**src/rtl/pmod_cls_line_streamer.sv**
```systemverilog
// Expands two latched 16-char lines into the Pmod CLS escape stream and sequences
// the clear and text SPI transactions through the driver's TX FIFO.
module pmod_cls_line_streamer #(
    parameter int c_tx_len_bits       = 11,
    parameter int c_rx_len_bits       = 11,
    parameter int c_clear_wait_clocks = 100000
) (
    input  logic                     i_clk,
    input  logic                     i_rst_n,
    input  logic                     i_update_req,
    input  logic [127:0]             i_line_top,
    input  logic [127:0]             i_line_bot,
    output logic                     o_ready,
    output logic                     o_done,
    output logic [7:0]               o_tx_data,
    output logic                     o_tx_valid,
    input  logic                     i_tx_ready,
    output logic                     o_spi_go,
    output logic [c_tx_len_bits-1:0] o_tx_len,
    output logic [1:0]               o_wait_cyc,
    output logic [c_rx_len_bits-1:0] o_rx_len,
    input  logic                     i_spi_idle
);

    localparam int c_cnt_bits = (c_clear_wait_clocks > 1) ? $clog2(c_clear_wait_clocks) : 1;
    localparam logic [c_cnt_bits-1:0] c_delay_init = c_cnt_bits'(c_clear_wait_clocks - 1);

    localparam logic [0:2][7:0] c_clr_seq = {8'h1B, 8'h5B, 8'h6A};
    localparam logic [0:5][7:0] c_pos_top = {8'h1B, 8'h5B, 8'h30, 8'h3B, 8'h30, 8'h48};
    localparam logic [0:5][7:0] c_pos_bot = {8'h1B, 8'h5B, 8'h31, 8'h3B, 8'h30, 8'h48};

    typedef enum logic [3:0] {
        IDLE,
        CLR_LOAD,
        CLR_GO,
        CLR_WAIT,
        CLR_DELAY,
        TXT_LOAD,
        TXT_GO,
        TXT_WAIT,
        DONE
    } state_t;

    state_t                 state;
    logic [5:0]             idx;
    logic [c_cnt_bits-1:0]  dly;
    logic                   seen_busy;
    // Ascending packed range so element k is character k (MSB byte first).
    logic [0:15][7:0]       top_l;
    logic [0:15][7:0]       bot_l;

    logic [5:0] off_top;
    logic [5:0] off_hdr;
    logic [5:0] off_bot;
    logic [7:0] tx_byte;

    always_comb begin
        tx_byte = 8'h00;
        off_top = idx - 6'd6;
        off_hdr = idx - 6'd22;
        off_bot = idx - 6'd28;
        case (state)
            CLR_LOAD: tx_byte = c_clr_seq[idx[1:0]];
            TXT_LOAD: begin
                if (idx < 6'd6)       tx_byte = c_pos_top[idx[2:0]];
                else if (idx < 6'd22) tx_byte = top_l[off_top[3:0]];
                else if (idx < 6'd28) tx_byte = c_pos_bot[off_hdr[2:0]];
                else                  tx_byte = bot_l[off_bot[3:0]];
            end
            default: tx_byte = 8'h00;
        endcase
    end

    assign o_tx_data  = tx_byte;
    assign o_tx_valid = (state == CLR_LOAD) || (state == TXT_LOAD);
    // Launch is immediate on the cycle the driver reports idle so go is exactly one cycle.
    assign o_spi_go   = ((state == CLR_GO) || (state == TXT_GO)) && i_spi_idle;
    assign o_ready    = (state == IDLE);
    assign o_done     = (state == DONE);
    assign o_wait_cyc = 2'd0;
    assign o_rx_len   = '0;

    always_ff @(posedge i_clk or negedge i_rst_n) begin
        if (!i_rst_n) begin
            state     <= IDLE;
            idx       <= '0;
            dly       <= '0;
            seen_busy <= 1'b0;
            top_l     <= '0;
            bot_l     <= '0;
            o_tx_len  <= '0;
        end else begin
            case (state)
                IDLE: begin
                    if (i_update_req) begin
                        top_l <= i_line_top;
                        bot_l <= i_line_bot;
                        idx   <= '0;
                        state <= CLR_LOAD;
                    end
                end
                CLR_LOAD: begin
                    if (i_tx_ready) begin
                        if (idx == 6'd2) begin
                            idx      <= '0;
                            o_tx_len <= c_tx_len_bits'(3);
                            state    <= CLR_GO;
                        end else begin
                            idx <= idx + 6'd1;
                        end
                    end
                end
                CLR_GO: begin
                    seen_busy <= 1'b0;
                    if (i_spi_idle) state <= CLR_WAIT;
                end
                CLR_WAIT: begin
                    // Driver may still look idle right after go; require busy before idle.
                    if (!seen_busy) begin
                        if (!i_spi_idle) seen_busy <= 1'b1;
                    end else if (i_spi_idle) begin
                        seen_busy <= 1'b0;
                        dly       <= c_delay_init;
                        state     <= CLR_DELAY;
                    end
                end
                CLR_DELAY: begin
                    if (dly == '0) begin
                        idx   <= '0;
                        state <= TXT_LOAD;
                    end else begin
                        dly <= dly - 1'b1;
                    end
                end
                TXT_LOAD: begin
                    if (i_tx_ready) begin
                        if (idx == 6'd43) begin
                            idx      <= '0;
                            o_tx_len <= c_tx_len_bits'(44);
                            state    <= TXT_GO;
                        end else begin
                            idx <= idx + 6'd1;
                        end
                    end
                end
                TXT_GO: begin
                    seen_busy <= 1'b0;
                    if (i_spi_idle) state <= TXT_WAIT;
                end
                TXT_WAIT: begin
                    if (!seen_busy) begin
                        if (!i_spi_idle) seen_busy <= 1'b1;
                    end else if (i_spi_idle) begin
                        seen_busy <= 1'b0;
                        state     <= DONE;
                    end
                end
                DONE:    state <= IDLE;
                default: state <= IDLE;
            endcase
        end
    end

endmodule

```
**config.mk**
```make
export PLATFORM = sky130hd
export DESIGN_NAME = pmod_cls_line_streamer
export DESIGN_NICKNAME = d
export VERILOG_FILES = /design/src/rtl/pmod_cls_line_streamer.sv
export SDC_FILE = /design/constraint.sdc
export NUM_CORES = 1
export LEC_CHECK = 0
export ABC_CLOCK_PERIOD_IN_PS = 7200
export CORE_ASPECT_RATIO = 0.9
export CORE_MARGIN = 10
export CORE_UTILIZATION = 54
export DETAILED_ROUTE_END_ITERATION = 7
export PLACE_DENSITY = 0.87
export SYNTH_ARGS = -nofsm -noshare
export SYNTH_HDL_FRONTEND = slang
export SYNTH_SLANG_ARGS = --single-unit
```
**constraint.sdc**
```tcl
create_clock -name i_clk -period 7.2 [get_ports i_clk]
set_clock_uncertainty 0.05 [all_clocks]
set_input_delay 1.44 -clock i_clk [delete_from_list [all_inputs] [get_ports i_clk]]
set_output_delay 1.44 -clock i_clk [all_outputs]
set_load 0.05 [all_outputs]
```
* Word level (Yosys, flattened, before mapping)
Memories as Yosys holds them, arrays and structs flattened.
Cells that the tools add are included.
** Word-level totals
- Register bits :: 295
- Input bits :: 261
- Memory bits (read-only) :: 128
- Word-level logic and storage cells :: 144
- Output and inout port bits :: 36
- Memories :: 2
** Memory list
- (no name shown) :: words 8, bits a word 8, read ports 1, clocked after Yosys merged registers in 0, write ports 0, line 67 : else if (idx < 6'd28) tx_byte = c_pos_bot[off_hdr[2:0]];
- (no name shown) :: words 8, bits a word 8, read ports 1, clocked after Yosys merged registers in 0, write ports 0, line 65 : if (idx < 6'd6) tx_byte = c_pos_top[idx[2:0]];
** Operators by class
- Bitwise logic cells :: 5
- Reduce and logical (&&, ||, !) cells :: 16
- $lt $le $gt $ge :: 8
- Mux-type cells :: 48
- Add/subtract/negate cells :: 5
- Equal/unequal tests :: 23
** Operator list (number)
- $mux W8 :: 13
- $bmux W8 S4 :: 2
- $mux W17 :: 3
- $mux W4 :: 12
- $mux W11 :: 4
- $mux W6 :: 6
- $pmux W17 S2 :: 1
- $pmux W4 S8 :: 1
- $pmux W6 S4 :: 1
- $ne A2 B2 Y1 const B :: 11
- $pmux W11 S2 :: 1
- $logic_not A17 Y1 :: 1
- $sub A17 B1 Y17 const B :: 1
- $bmux W8 S2 :: 1
- $eq A4 B3 Y1 const B :: 4
- $pmux W8 S2 :: 1
- $lt A6 B5 Y1 const B :: 2
- $reduce_and A12 Y1 :: 1
- $ge A5 B5 Y1 const B :: 2
- $not A4 Y5 :: 2
- $reduce_and A5 Y1 :: 2
- $eq A4 B2 Y1 const B :: 2
- $ge A4 B4 Y1 const B :: 2
- $not A3 Y4 :: 2
- other kinds (22) :: 27

* Depth between registers and ports, before layout
Gate-level depths: netlist (run 1).
- Depth in word-level cells :: 9
- Gate-level depth with buffers :: 10
- Depth with buffers taken out :: 7

* Least setup slack after synthesis (run 1)
OpenSTA, ideal clock, no wires.
- Path kind :: reg-to-output
- Start point :: reg idx[2]
- End point :: out o_tx_data[1]
- Arrival :: 3.101 ns
- Stages on the path, launching flop included :: 10
- Buffers on the path :: 3
- Slack :: 2.609 ns
- Cell sequence :: dfrtp_1 > clkbuf_1 > inv_1 > ha_1 > clkbuf_1 > clkbuf_1 > mux2i_1 > nor2_1 > o41ai_1 > o21ai_0
** On the way
- Word-level cells in the longest chain between the ends :: 9
- Elaborated cells between the ends (all ways) :: 26
- Classes of those cells :: 3 x add/sub; 3 x order compare; 14 x mux; 4 x bitwise; 2 x memory
** RTL lines
- start, declared :: line 45 : logic [5:0] idx;
- start signal, assigned :: line 109 : idx <= idx + 6'd1;
- start signal, assigned :: line 142 : idx <= idx + 6'd1;
- $sub A4 B4 Y4 / $sub A3 B3 Y3 (equally long branches) :: line 61, 60
- $not A4 Y5 (not written as such) / $not A3 Y4 (equally long branches) :: line 68, 67
- $bmux W8 S4 / $mem_v2 Z8 W8 (equally long branches)
- $mux W8, on equally long branches (2 in series) :: line 68, 67
- $mux W8 :: line 67
- $mux W8 :: line 66 : else if (idx < 6'd22) tx_byte = top_l[off_top[3:0]];
- $mux W8 * :: line 65
- $pmux W8 S2 * :: line 62 : case (state)
- end, declared :: line 15 : output logic [7:0] o_tx_data,
Every way passes the cells marked *; elsewhere a longest branch is shown, timed or not. The select of a mux whose other input is x is not followed.

* Final worst setup path (run 1)
- Start point :: reg idx[2]
- End point :: out o_tx_data[4]
Same word-level chain as after synthesis.

==> run_results.csv, run 1 <==
group,metric,value,unit
setup_path,slowest_stage,"ha_1",
clock_tree,clockRootBuffer,"clkbuf_16",
route,vias,9235,
clock_tree,cts_num_sinks,286,
worst_hold_path,hp-class,"reg -> reg",
final_layout,regArea,7160,µm²
clock_tree,post_cts_buffers,0,
clock_tree,cts_resized,0,
global_route,grt_pass1_vias,9968,
final_layout,nets,1486,
timing,post-route-period-util,91.0,%
outcome,status,"completed",
global_route,antenna_found_initial,7,
floorplan,coreArea,25300,µm²
synthesis,synth_top_area_share,51.2,%
synthesis,async_reset_ff_share,100,%
timing,tightest_slew,1.22,ns
route,ant_nets,0,
timing,period_minus_slack,6.55,ns
final_layout,multiInputGateArea,6340,µm²
global_route,grt_max_degree,191,
synthesis,synth_cells,967,
final_layout,design_area,17900,µm²
synthesis,synth_cell_types,73,
floorplan,initial_utilization,55.1,%
clock_tree,cts_made_buffers,29,
floorplan,placementRows,55,
setup_path,setup.worst_path.start_class,"flip-flop",
global_route,overflow,0,
pwr,swShare,32.2,%
setup_path,cp-end-kind,"output pin",
synthesis,ys_ff_latch,286,
final_layout,syn_to_final_growth,27.9,%
placement,dpl_cell_area,16800,µm²
synthesis,synth_edf_count,0,
floorplan,fp.dieH,173,µm
pwr,internal_power,5010,µW
placement,gp_congestion,0.911,
global_route,grtUsageTotal,22.6,%
clock_tree,path_clk_slew,0.06,ns
route,drt-total-wl,37700,µm
final_layout,finalCoreUtilization,70.5,%
timing,setup_tns,0,ns
timing,rsz0062_at_grt,"no",
final_layout,drive_above_1_share,31.9,%
pwr,pwr-share-comb,37.8,%
route,routedWlPerCell,23.9,µm
flow_run,cap_violations,0,
synthesis,synth.most_common_cell,"dfrtp_1",
timing,max_freq,0.153,GHz
route,first_iter_violations,677,
route,drc,0,
clock_tree,hold_buffers,0,
synthesis,yosysWarnings,0,
setup_path,worstPathArrival,5.06,ns
floorplan,die-area,32700,µm²
timing,slew_headroom,18.8,%
setup_path,path_cells,"inv_1 > ha_1 > mux4_2 > mux2i_1 > a311oi_1 > a22oi_1 > o22ai_1 > clkdlybuf4s50_1",
synthesis,syn_area,14000,µm²
route,vias_per_cell,5.84,
placement,dpl.hpwl,27700,µm
pwr,clkPwrFrac,22.1,%
pwr,seq_power_share,40.1,%
floorplan,fp.dieW,190,µm
setup_path,path_class,"reg -> out",
clock_tree,cts_tree,"done",
timing,maxSlewViolCount,0,
timing,setup_viol,0,
timing,hold_viol,0,
setup_path,worstPathRequired,5.71,ns
global_route,grt_pass1_wl,58500,µm
synthesis,yosys_most_used_dff,"dfrtp_1",
pwr,switching_power,2380,µW
pwr,powerDensity,413,nW/µm²
synthesis,synth.yosys.seq_area_share,51.2,%
placement,dp_slack,1.34,ns
route,first_pass_iters,5,
synthesis,synth_common_cells,"dfrtp_1 (286), mux2_2 (259), mux4_2 (62), buf_2 (33), nor2_1 (31)",
clock_tree,cts_buffer_depth,3,
setup_path,cp_max_fo,29,
synthesis,avgSynthCellArea,14.4,µm²
timing,worst_slack,0.651,ns
setup_path,critPathMaxStageDelay,1.19,ns
placement,port_buffers,277,
synthesis,yosys.area.top_type,"dfrtp_1",
pwr,ir_drop,0.235,mV
final_layout,fillers,1732,
floorplan,io_pins,297,
clock_tree,ctsHtreeMaxLevel,1,
clock_tree,clkLatencyLatePin,0.56,ns
pwr,p_leak,0.00717,µW
synthesis,synthTopCellsByArea,"dfrtp_1 (51%), mux2_2 (21%), mux4_2 (10%)",
==> layout make-up <==
type / count / area share [%]
Multi-Input combinational cell: 605 / 35.5
Inverter: 9 / 0.189
Clock inverter: 7 / 0.875
Timing Repair Buffer: 282 / 15.9
Antenna cell: 3 / 0.0420
Tap cell: 342 / 2.40
Sequential cell: 286 / 40.1
Clock buffer: 46 / 5.04
==> flip-flops by register name (all words and copies together) (netlist names) <==
signal,flops
seen_busy,1
idx,6
state,4
top_l,128
dly,17
o_tx_len,2
bot_l,128
==> power groups by stage <==
stage | Clock (µW) | Sequential [µW] | Combinational [µW]
floorplan | 0 | 2700 | 2220
global placement | 0 | 2930 | 2690
detailed placement | 0 | 2980 | 2770
CTS | 1660 | 2960 | 2800
global route | 1730 | 3050 | 2990
finish | 1630 | 2960 | 2790
==> cells by family (layout without fill, tap and decap cells) <==
kind of cell / count (synthesis) / after routing / share of synthesized area, %
AOI/OAI and AO/OA: 79 / 79 / 4.02
xor gates and xnor gates: 9 / 9 / 0.618
adders and majority gates: 12 / 12 / 1.08
buffers and inverters: 94 / 344 / 3.92
DFF: 286 / 286 / 51.2
muxes: 353 / 353 / 33.8
other: 1 / 22 / 0.0269
and+or+nand+nor: 133 / 133 / 5.32
==> metal layers <==
metal | vias up | track usage (%) | share of wire (%)
li1 | 4076 | - | -
met1 | 4711 | 28.4 | 39
met2 | 374 | 36.8 | 49
met3 | 68 | 6.90 | 8.4
met4 | 6 | 6.77 | 3.0
met5 | - | 0 | 0.12
==> final timing paths <==
| check | cells past startpoint | endpoint | slack (ns) | start |
|---|---|---|---|---|
| worst max-delay path | 8 | o_tx_data[4] | 0.65 | idx[2] |
| worst min register to register | 1 | bot_l[25] | 0.45 | bot_l[25] |
| min in group asynchronous | 1 | bot_l[118] | 0.89 | i_rst_n |
| worst max register to register | 7 | state[0] | 3.72 | idx[0] |
| worst min-delay path | 1 | bot_l[25] | 0.45 | bot_l[25] |
| max in group asynchronous | 2 | idx[1] | 4.70 | i_rst_n |
==> placed cells by master, fill, tap and decap left out, drive strengths merged, types with 7 or more instances in the layout <==
cell type,instances
nor4,8
nand4,8
inv,10
nor3,12
conb,19
mux2i,26
clkbuf,46
a21oi,11
clkdlybuf4s50,276
nand3,9
mux4,67
nand2,26
mux2,260
nand2b,7
dfrtp,286
o21ai,16
ha,12
nor2,31
xor2,9
==> per-stage QoR <==
step / hold slack (ns) / power, µW / instances
after global routing: 0.458 / 7760 / 1577
after floorplan: 0.420 / 4920 / 985
after global placement: 0.433 / 5630 / 1524
after CTS: 0.452 / 7420 / 1577
final: 0.451 / 7390 / 1580
after detailed placement: 0.437 / 5750 / 1524
==> worst max-delay path: cells and delay by family (launching register included) <==
| kind | cells | cell delay [ns] |
|---|---|---|
| buffers and inverters | 2 | 1.21 |
| adders and majority gates | 1 | 1.19 |
| DFF | 1 | 0.83 |
| AOI/OAI and AO/OA | 3 | 0.76 |
| muxes | 2 | 0.50 |
(Power assumes the default switching activity.)
==> run 2, diff against run 1 <==
--- a/config.mk
+++ b/config.mk
@@ -11,6 +11,7 @@
 export CORE_UTILIZATION = 54
 export DETAILED_ROUTE_END_ITERATION = 7
 export PLACE_DENSITY = 0.87
+export SLEW_MARGIN = 20
 export SYNTH_ARGS = -nofsm -noshare
 export SYNTH_HDL_FRONTEND = slang
 export SYNTH_SLANG_ARGS = --single-unit
==> run 2 against run 1 <==
Effect of this change:
- sequential power about the same
- first-iteration DRC count increased by 3.0%
- global-route usage unchanged
- highest routed layer unchanged
- non-clock buffer count unchanged
- worst setup slack improved by 0.35 ns
- cell count unchanged
- clock power about the same
==> run_results.csv, run 2 (synthesized netlist as in run 1, its figures left out) <==
group,metric,value,unit
timing,max_freq,0.161,GHz
global_route,grt_pass1_vias,9968,
placement,dp_slack,1.34,ns
floorplan,fp.dieW,190,µm
route,top_layer,"met5",
timing,slew_headroom,25.0,%
clock_tree,cts_resized,0,
timing,tightest_slew,1.13,ns
route,first_iter_violations,697,
final_layout,syn_to_final_growth,28.0,%
clock_tree,ctsHtreeMaxLevel,1,
route,routedWlPerCell,23.9,µm
outcome,status,"completed",
clock_tree,cts_tree,"done",
clock_tree,cts_made_buffers,29,
final_layout,finalCoreUtilization,70.6,%
route,wl_met3,3190,µm
global_route,grt_pass1_wl,58500,µm
timing,maxSlewViolCount,0,
pwr,p_leak,0.00717,µW
route,ant_nets,0,
timing,rsz0062_at_grt,"no",
setup_path,path_class,"reg -> out",
placement,gp_congestion,0.911,
setup_path,worstPathRequired,5.71,ns
final_layout,nets,1486,
route,vias_per_cell,5.84,
flow_run,cap_violations,0,
final_layout,drive_above_1_share,32.1,%
global_route,overflow,0,
placement,dpl_cell_area,16800,µm²
setup_path,worstPathArrival,4.71,ns
clock_tree,post_cts_buffers,0,
final_layout,layout_commonest_cell,"dfrtp_1",
timing,period_minus_slack,6.20,ns
route,first_pass_iters,5,
clock_tree,cts_num_sinks,286,
route,dr_wl_met2,18500,µm
route,met1_length,14800,µm
clock_tree,clkLatencyLatePin,0.56,ns
floorplan,fp.dieH,173,µm
placement,dpl.hpwl,27700,µm
clock_tree,hold_buffers,0,
global_route,antenna_found_initial,7,
setup_path,cp_max_fo,29,
timing,setup_tns,0,ns
final_layout,top_regs,"bot_l (128), top_l (128), dly (17)",
final_layout,design_area,17900,µm²
global_route,grtUsageTotal,22.6,%
clock_tree,cts_buffer_depth,3,
clock_tree,clockRootBuffer,"clkbuf_16",
timing,post-route-period-util,86.1,%
clock_tree,path_clk_slew,0.06,ns
floorplan,placementRows,55,
setup_path,setup.worst_path.start_class,"flip-flop",
placement,port_buffers,277,
floorplan,coreArea,25300,µm²
setup_path,cp-end-kind,"output pin",
final_layout,layout_common_cells,"dfrtp_1 (284), clkdlybuf4s50_1 (276), mux2_2 (259)",
route,vias,9235,
route,drc,0,
pwr,ir_drop,0.235,mV
route,drt-total-wl,37800,µm
global_route,grt_max_degree,191,
floorplan,io_pins,297,
floorplan,initial_utilization,55.1,%
pwr,powerDensity,413,nW/µm²
timing,hold_viol,0,
timing,worst_slack,1.00,ns
worst_hold_path,hp-class,"reg -> reg",
floorplan,die-area,32700,µm²
timing,setup_viol,0,
==> run 2: changes by cell type in the layout (fill, tap and decap cells not counted) <==
cell	delta
nor3_1	-1
ha_1	-1
ha_2	+1
nor3_2	+1
==> run 2: area by class of cell <==
cell class	instances	area, µm²
diodes	3	7.51
clock buffers	46	900
clock inverters	7	156
fillers	1730	7450
inverters	9	33.8
multi-input cells	605	6340
flip-flops and latches	286	7160
well taps	342	428
repair buffers	282	2840
==> run 2: through the flow <==
step                      hold WS [ns]  power, µW  instances
after floorplan                  0.420       4920        985
after global placement           0.433       5630       1524
after detailed placement         0.437       5750       1524
after CTS                        0.452       7420       1577
after global routing             0.458       7760       1577
final                            0.451       7380       1580
==> run 2: metal layers <==
layer  up-vias  global-route usage (%)
li1       4076                       -
met1      4701                    28.4
met2       384                    36.8
met3        68                    6.90
met4         6                    6.77
met5         -                       0
==> run 2: worst max-delay path, stage by stage, from the launching register on <==
cell	delay [ns]
dfrtp_1	0.83
inv_1	0.32
ha_2	0.86
mux4_2	0.34
mux2i_1	0.10
a311oi_1	0.35
a22oi_1	0.13
o22ai_1	0.30
clkdlybuf4s50_1	0.89
==> run 2: power by group <==
part	switching, µW	leakage (µW)	internal (µW)	total (µW)
clock	633	0.000515	1000	1630
sequential	562	0.00338	2400	2960
combinational	1180	0.00327	1610	2790
total	2370	0.00717	5010	7380
==> run 2: path summary, 6_finish.rpt <==
path | start | to | slack (ns) | depth (start not counted)
worst min-delay path | bot_l[25] | bot_l[25] | 0.45 | 1
worst min register to register | bot_l[25] | bot_l[25] | 0.45 | 1
max in group asynchronous | i_rst_n | idx[1] | 4.70 | 2
worst max-delay path | idx[2] | o_tx_data[4] | 1.00 | 8
min in group asynchronous | i_rst_n | bot_l[118] | 0.89 | 1
worst max register to register | idx[0] | state[0] | 3.72 | 7
